File: src/rtl/fifo_wr_arbiter_pkg.sv
// Shared types and helpers for the FIFO write-port round-robin arbiter.
package fifo_arb_pkg;

  typedef enum logic [1:0] {
    IDLE  = 2'd0,
    GRANT = 2'd1
  } arb_state_t;

  typedef struct packed {
    logic       found;
    logic [2:0] idx;
  } rr_pick_t;

  // Behavioural round-robin pick over up to 8 requesters, starting after 'last'.
  function automatic rr_pick_t rr_pick(input logic [7:0] req, input logic [2:0] last,
                                       input int unsigned num_req);
    rr_pick_t    r;
    int unsigned k;
    r = '0;
    for (int unsigned i = 1; i <= num_req; i++) begin
      k = (32'(last) + i) % num_req;
      if (!r.found && req[k]) begin
        r.found = 1'b1;
        r.idx   = 3'(k);
      end
    end
    return r;
  endfunction

endpackage

File: src/rtl/fifo_wr_arbiter_if.sv
// Producer-side handshake and FIFO write-port bundle; master is the arbiter side.
interface fifo_wr_arbiter_if #(
  parameter int unsigned NUM_REQ    = 4,
  parameter int unsigned DATA_WIDTH = 16
);
  logic [NUM_REQ-1:0]            req_valid;
  logic [NUM_REQ*DATA_WIDTH-1:0] req_data;
  logic [NUM_REQ-1:0]            req_ready;
  logic                          fifo_wr_en;
  logic [DATA_WIDTH-1:0]         fifo_wr_data;
  logic                          fifo_full;

  modport master (
    input  req_valid, req_data, fifo_full,
    output req_ready, fifo_wr_en, fifo_wr_data
  );

  modport slave (
    output req_valid, req_data, fifo_full,
    input  req_ready, fifo_wr_en, fifo_wr_data
  );
endinterface

File: src/rtl/fifo_wr_arbiter_rr_priority_picker.sv
// Combinational round-robin picker: rotate so last+1 is bit 0, take lowest set bit, un-rotate.
module rr_priority_picker
  import fifo_arb_pkg::*;
#(
  parameter  int unsigned NUM_REQ = 4,
  localparam int unsigned IDX_W   = $clog2(NUM_REQ)
) (
  input  logic [NUM_REQ-1:0] req,
  input  logic [IDX_W-1:0]   last,
  output logic               found,
  output logic [IDX_W-1:0]   idx
);

  logic [NUM_REQ-1:0] rot;
  int unsigned        start;
  int unsigned        k;
  int unsigned        pos;

  always_comb begin
    start = 32'(last) + 1;
    if (start >= NUM_REQ) start = start - NUM_REQ;

    rot = '0;
    k   = 0;
    for (int unsigned i = 0; i < NUM_REQ; i++) begin
      k = i + start;
      if (k >= NUM_REQ) k = k - NUM_REQ;
      rot[i] = req[k];
    end

    found = |rot;
    pos   = 0;
    for (int unsigned i = NUM_REQ; i > 0; i--) begin
      if (rot[i-1]) pos = i - 1;
    end

    pos = pos + start;
    if (pos >= NUM_REQ) pos = pos - NUM_REQ;
    idx = IDX_W'(pos);
  end

endmodule

File: src/rtl/fifo_wr_arbiter.sv
// Round-robin arbiter sharing the FIFO write port among NUM_REQ producers in bounded bursts.
module fifo_wr_arbiter
  import fifo_arb_pkg::*;
#(
  parameter  int unsigned NUM_REQ    = 4,
  parameter  int unsigned DATA_WIDTH = 16,
  parameter  int unsigned MAX_BURST  = 4,
  localparam int unsigned IDX_W      = $clog2(NUM_REQ)
) (
  input  logic               clk,
  input  logic               rst_n,
  fifo_wr_arbiter_if.master  bus,
  output logic [IDX_W-1:0]   grant_id,
  output logic               busy
);

  arb_state_t       state, state_nxt;
  logic [3:0]       beat_cnt;
  logic [IDX_W-1:0] last_grant;
  logic             pick_found;
  logic [IDX_W-1:0] pick_idx;
  logic             xfer;
  logic             rel;

  rr_priority_picker #(.NUM_REQ(NUM_REQ)) u_picker (
    .req   (bus.req_valid),
    .last  (last_grant),
    .found (pick_found),
    .idx   (pick_idx)
  );

  always_ff @(posedge clk or negedge rst_n) begin
    if (!rst_n) begin
      state      <= IDLE;
      grant_id   <= '0;
      beat_cnt   <= '0;
      last_grant <= IDX_W'(NUM_REQ - 1);
    end else begin
      state <= state_nxt;
      case (state)
        IDLE: begin
          if (pick_found) begin
            grant_id <= pick_idx;
            beat_cnt <= '0;
          end
        end
        GRANT: begin
          if (rel) begin
            last_grant <= grant_id;
            beat_cnt   <= '0;
          end else if (xfer) begin
            beat_cnt <= beat_cnt + 4'd1;
          end
        end
        default: ;
      endcase
    end
  end

  // Release on a dropped valid never coincides with a transfer, so full only freezes the burst.
  always_comb begin
    xfer      = 1'b0;
    rel       = 1'b0;
    state_nxt = state;
    case (state)
      IDLE: begin
        if (pick_found) state_nxt = GRANT;
      end
      GRANT: begin
        xfer = bus.req_valid[grant_id] & ~bus.fifo_full;
        rel  = ~bus.req_valid[grant_id] | (xfer & (beat_cnt == 4'(MAX_BURST - 1)));
        if (rel) state_nxt = IDLE;
      end
      default: state_nxt = IDLE;
    endcase
  end

  always_comb begin
    bus.req_ready           = '0;
    bus.req_ready[grant_id] = xfer;
    bus.fifo_wr_en          = xfer;
    bus.fifo_wr_data        = '0;
    busy                    = (state == GRANT);
    if (state == GRANT)
      bus.fifo_wr_data = bus.req_data[32'(grant_id) * DATA_WIDTH +: DATA_WIDTH];
  end

endmodule

File: src/flat_wrapper.sv
// flat-port wrapper written by rule: the top's interface ports become plain ports
module fifo_wr_arbiter_flat import fifo_arb_pkg::*;
#(
  parameter  int unsigned NUM_REQ    = 4,
  parameter  int unsigned DATA_WIDTH = 16,
  parameter  int unsigned MAX_BURST  = 4,
  localparam int unsigned IDX_W      = $clog2(NUM_REQ)
)
  (clk, rst_n, grant_id, busy, bus_req_valid, bus_req_data, bus_fifo_full, bus_req_ready, bus_fifo_wr_en, bus_fifo_wr_data);
  fifo_wr_arbiter_if #(.NUM_REQ(NUM_REQ), .DATA_WIDTH(DATA_WIDTH)) bus_i ();
  input  logic clk;
  input  logic rst_n;
  output logic [IDX_W-1:0] grant_id;
  output logic busy;
  input wire logic [$bits(bus_i.req_valid)-1:0] bus_req_valid;
  input wire logic [$bits(bus_i.req_data)-1:0] bus_req_data;
  input wire logic [$bits(bus_i.fifo_full)-1:0] bus_fifo_full;
  output wire logic [$bits(bus_i.req_ready)-1:0] bus_req_ready;
  output wire logic [$bits(bus_i.fifo_wr_en)-1:0] bus_fifo_wr_en;
  output wire logic [$bits(bus_i.fifo_wr_data)-1:0] bus_fifo_wr_data;
  assign bus_i.req_valid = bus_req_valid;
  assign bus_i.req_data = bus_req_data;
  assign bus_i.fifo_full = bus_fifo_full;
  assign bus_req_ready = bus_i.req_ready;
  assign bus_fifo_wr_en = bus_i.fifo_wr_en;
  assign bus_fifo_wr_data = bus_i.fifo_wr_data;
  fifo_wr_arbiter #(.NUM_REQ(NUM_REQ), .DATA_WIDTH(DATA_WIDTH), .MAX_BURST(MAX_BURST)) u_core (.clk(clk), .rst_n(rst_n), .bus(bus_i), .grant_id(grant_id), .busy(busy));
endmodule
File: config.mk
export PLATFORM = sky130hd
export DESIGN_NAME = fifo_wr_arbiter_flat
export DESIGN_NICKNAME = d
export VERILOG_FILES = /design/src/rtl/fifo_wr_arbiter_pkg.sv /design/src/rtl/fifo_wr_arbiter_if.sv /design/src/rtl/fifo_wr_arbiter_rr_priority_picker.sv /design/src/rtl/fifo_wr_arbiter.sv /design/src/flat_wrapper.sv
export SDC_FILE = /design/constraint.sdc
export NUM_CORES = 1
export LEC_CHECK = 0
export CORE_AREA = 2 2 84 54
export DETAILED_ROUTE_END_ITERATION = 10
export DIE_AREA = 0 0 86 56
export DONT_BUFFER_PORTS = 1
export GPL_ROUTABILITY_DRIVEN = 0
export PLACE_DENSITY_LB_ADDON = 0.08
export SLEW_MARGIN = 20
export SYNTH_ARGS = -nofsm -noshare
export SYNTH_HDL_FRONTEND = slang
export SYNTH_SLANG_ARGS = --single-unit
File: constraint.sdc
create_clock -name clk -period 2 [get_ports clk]
set_clock_uncertainty 0.15 [all_clocks]
set_input_delay 0.3 -clock clk [delete_from_list [all_inputs] [get_ports clk]]
set_output_delay 0.3 -clock clk [all_outputs]
set_load 0.01 [all_outputs]
==> metrics <==
fill cell instance count of the final layout 400; initial antenna violation count 0; Slew Viols, Final 0; count of buffers from port buffering 0; leakage power summed over all cells 0.522 nW; maximum VDD drop 0.000345 V; vias in the first global route between 1000 and 1500; Antenna Violating Nets Remaining 0; clock tree from TritonCTS done; portion of synthesized cell area occupied by the leading cell type 0.331; final setup fails 20; sequential-to-total area share from yosys stat 0.197; sum of routed wire length over all layers between 3000 and 4000 um; CTS buffer count 3; violations in the final reports setup timing; netlist area before placement about 1200 um^2; pre-CTS worst setup slack -0.186 ns; post-route minimum period approximately 2.2 ns; Fmax achieved 459 MHz; end point of the worst hold path u_core.beat_cnt[1]; clock network latency to the later pin of the worst-skew pair about 0.24 ns; Cell variety after synth 38; data required time at the worst endpoint ~2 ns; worst rel slew slack 0.685; min setup slack post-route -0.181 ns; Synth warnings 0; Reg2Reg Setup Slack -0.18 ns; total vias in the final route between 1000 and 1500; P per Cell Area ~1500 nW/um^2; top cells by area in the synthesized netlist sky130_fd_sc_hd__mux4_2 33%, sky130_fd_sc_hd__dfrtp_1 15%, sky130_fd_sc_hd__and2_1 8.6%, sky130_fd_sc_hd__dfstp_2 4.5%, sky130_fd_sc_hd__nor2_1 3.6%; element type at the critical path start flop; HPWL after detailed placement 2660 um; floorplan die area about 4800 um^2; cell taking the most area after synthesis sky130_fd_sc_hd__mux4_2; unrepaired setup endpoints after global routing yes; Hold Path Depth 2; count of final hold-check violations 0; first-pass GRT wire length approximately 5300 um; R2R Path End u_core.grant_id[1]; clock-pin slew reported for the worst setup and hold paths after clock tree synthesis 0.05 ns; worst hold start bus_fifo_full; CTS max path bufs 2; run status finished, violations left; synthesized flop and latch total 9; growth of design area from synthesis to finish 21.4%; Total Neg Setup Slack -0.896 ns; worst reg2reg path startpoint u_core.last_grant[0]; detailed-route vias per instance 5.78; H-tree Lvls 1; mean instance size in the synthesized netlist ~9.9 um^2; net count after synthesis between 150 and 200; ant diodes 0; total global-route track usage 0.142; number of cell rows 18; CP Class flop to flop; category of the worst setup path capture point flop; routed wire length per instance about 19 um; die width approximately 86 um; depth of the most critical reg-to-reg path 8; Tcrit/Tclk final 1.09; maximum fanout count along the critical path 6; Hold WS ~0.22 ns; sinks on the clock net 9; number of primary I/O pins 95; number of design-rule violations left by the first detailed-router iteration 99; DRC violations left 0; Cells after Synth around 120; die span in y about 56 um; net total in the final layout ~200; placeable core region between 3000 and 4000 um^2; # Max-Cap Violations 0; slew at the pin with the worst max-slew slack approximately 0.47 ns; grt total ovfl 0; Root Buffer sky130_fd_sc_hd__clkbuf_8; layout cells sized above 1 0.400; Pre-antenna DRT Iters 4; initial core utilization 0.290; Hold/Removal Path Class primary input to flop; maximum number of pins on one net before global-route repair 24; crit path DAT between 2 and 2.5 ns
-- report_power, final --
part / leakage (nW) / internal [mW] / total [mW] / switching [mW]
sequential: 0.111 / 0.263 / 0.364 / 0.101
clock: 0.0228 / 0.140 / 0.222 / 0.0819
combinational: 0.388 / 0.804 / 1.53 / 0.730
-- final cells by class --
class                           count  area, um^2  share of cell area
Multi-Input combinational cell     98         955               0.679
Tap cell                           50        62.6              0.0445
Inverter                            1        3.75             0.00267
Clock buffer                        4        45.0              0.0321
Timing Repair Buffer               13         111              0.0793
Sequential cell                     9         228               0.162
-- Yosys cell counts --
| cell | count |
|---|---|
| sky130_fd_sc_hd__o2bb2ai_1 | 1 |
| sky130_fd_sc_hd__o21ai_0 | 5 |
| sky130_fd_sc_hd__nand3_1 | 4 |
| sky130_fd_sc_hd__and3b_1 | 1 |
| sky130_fd_sc_hd__o32ai_1 | 1 |
| sky130_fd_sc_hd__o22ai_1 | 1 |
| sky130_fd_sc_hd__mux2_1 | 1 |
| sky130_fd_sc_hd__ha_1 | 2 |
| sky130_fd_sc_hd__nor3_1 | 2 |
| sky130_fd_sc_hd__a21o_1 | 2 |
| sky130_fd_sc_hd__nor4_1 | 1 |
| sky130_fd_sc_hd__clkbuf_1 | 5 |
| sky130_fd_sc_hd__inv_1 | 1 |
| sky130_fd_sc_hd__nor2_1 | 11 |
| sky130_fd_sc_hd__nand2_1 | 10 |
| sky130_fd_sc_hd__a32o_1 | 1 |
| sky130_fd_sc_hd__dfrtp_1 | 7 |
| sky130_fd_sc_hd__dfstp_2 | 2 |
| sky130_fd_sc_hd__buf_2 | 3 |
| sky130_fd_sc_hd__mux4_2 | 17 |
| sky130_fd_sc_hd__a31o_1 | 1 |
| sky130_fd_sc_hd__xor2_1 | 1 |
| sky130_fd_sc_hd__xnor2_1 | 1 |
| sky130_fd_sc_hd__buf_6 | 1 |
| sky130_fd_sc_hd__nand2b_1 | 4 |
| sky130_fd_sc_hd__or4_1 | 2 |
| sky130_fd_sc_hd__a21boi_2 | 1 |
| sky130_fd_sc_hd__and2_1 | 16 |
| sky130_fd_sc_hd__nand2_2 | 1 |
| sky130_fd_sc_hd__and4b_1 | 1 |
| sky130_fd_sc_hd__a21oi_1 | 1 |
| sky130_fd_sc_hd__nor2_2 | 1 |
| sky130_fd_sc_hd__o211ai_1 | 2 |
| sky130_fd_sc_hd__mux2_2 | 1 |
| sky130_fd_sc_hd__and3_1 | 1 |
| sky130_fd_sc_hd__o21ai_1 | 1 |
| sky130_fd_sc_hd__or3_1 | 2 |
| sky130_fd_sc_hd__o221ai_1 | 1 |
-- stage by stage --
step | std cells | area (um^2) | util | power, mW
after floorplan | 117 | 1170 | - | 1.48
after global placement | 168 | 1250 | 0.314 | 1.72
after detailed placement | 168 | 1250 | 0.314 | 1.72
after CTS | 175 | 1370 | 0.343 | 2.08
after global routing | 175 | 1410 | 0.352 | 2.31
final | 175 | 1410 | 0.352 | 2.12
-- logic make-up (layout without fill, tap and decap cells) --
kind of cell,after synthesis,count (layout),share of synthesized area
AOI/OAI and AO/OA,18,18,0.110
adders and majority gates,2,2,0.0216
and+or+nand+nor,57,57,0.264
muxes,19,19,0.350
buffers and inverters,10,18,0.0422
DFF,9,9,0.197
xor gates and xnor gates,2,2,0.0151
-- critical path, cell delays in order, from the launching register on --
cell,delay (ns)
sky130_fd_sc_hd__dfstp_2,0.59
sky130_fd_sc_hd__o22ai_2,0.09
sky130_fd_sc_hd__o21ai_2,0.16
sky130_fd_sc_hd__nand3_2,0.12
sky130_fd_sc_hd__ha_4,0.18
sky130_fd_sc_hd__xor2_2,0.16
sky130_fd_sc_hd__xnor2_1,0.13
sky130_fd_sc_hd__or4_1,0.41
sky130_fd_sc_hd__o211ai_1,0.10
-- registers in the layout, summed over array words and instances (netlist names) --
signal,flops
u_core.state,1
u_core.beat_cnt,4
u_core.grant_id,2
u_core.last_grant,2
-- worst max-delay path by stage --
| stage | end | start |
|---|---|---|
| after CTS | u_core.grant_id[1] | u_core.last_grant[0] |
| after floorplan | u_core.grant_id[1] | u_core.last_grant[0] |
| after detailed placement | u_core.grant_id[1] | u_core.last_grant[0] |
| after global placement | u_core.grant_id[1] | u_core.last_grant[0] |
| after global routing | u_core.grant_id[1] | u_core.last_grant[0] |
| final | u_core.grant_id[1] | u_core.last_grant[0] |
-- layer usage --
| metal | up-vias | part of all wire | track usage |
|---|---|---|---|
| li1 | 459 | - | - |
| met1 | 505 | 0.41 | 0.174 |
| met2 | 43 | 0.50 | 0.240 |
| met3 | 5 | 0.077 | 0.0504 |
| met4 | 0 | 0.0057 | 0.0317 |
| met5 | - | 0 | 0 |
-- cells in the final DEF, fill, tap and decap left out, types with 2 or more instances in the layout --
cell type	instances
sky130_fd_sc_hd__dfstp_2	2
sky130_fd_sc_hd__o211ai_1	2
sky130_fd_sc_hd__a21o_1	2
sky130_fd_sc_hd__buf_4	10
sky130_fd_sc_hd__nand2b_1	4
sky130_fd_sc_hd__nor2_1	9
sky130_fd_sc_hd__and2_1	16
sky130_fd_sc_hd__dfrtp_1	7
sky130_fd_sc_hd__nor2_2	2
sky130_fd_sc_hd__o21ai_0	4
sky130_fd_sc_hd__nor3_1	2
sky130_fd_sc_hd__clkbuf_8	3
sky130_fd_sc_hd__mux4_2	17
sky130_fd_sc_hd__or3_1	2
sky130_fd_sc_hd__nand3_1	3
sky130_fd_sc_hd__nand2_1	9
-- repair_timing --
item                                    in CTS  in global routing
hold buffers                                 1                  0
gates cloned                                 0                  0
endpoints found under the hold margin        9                  0
pin swaps                                    5                  7
endpoints found under the setup margin      22                 22
resized for setup                           12                  6
setup buffers                                2                  0
Note: power is estimated with default switching activity, not from simulation.
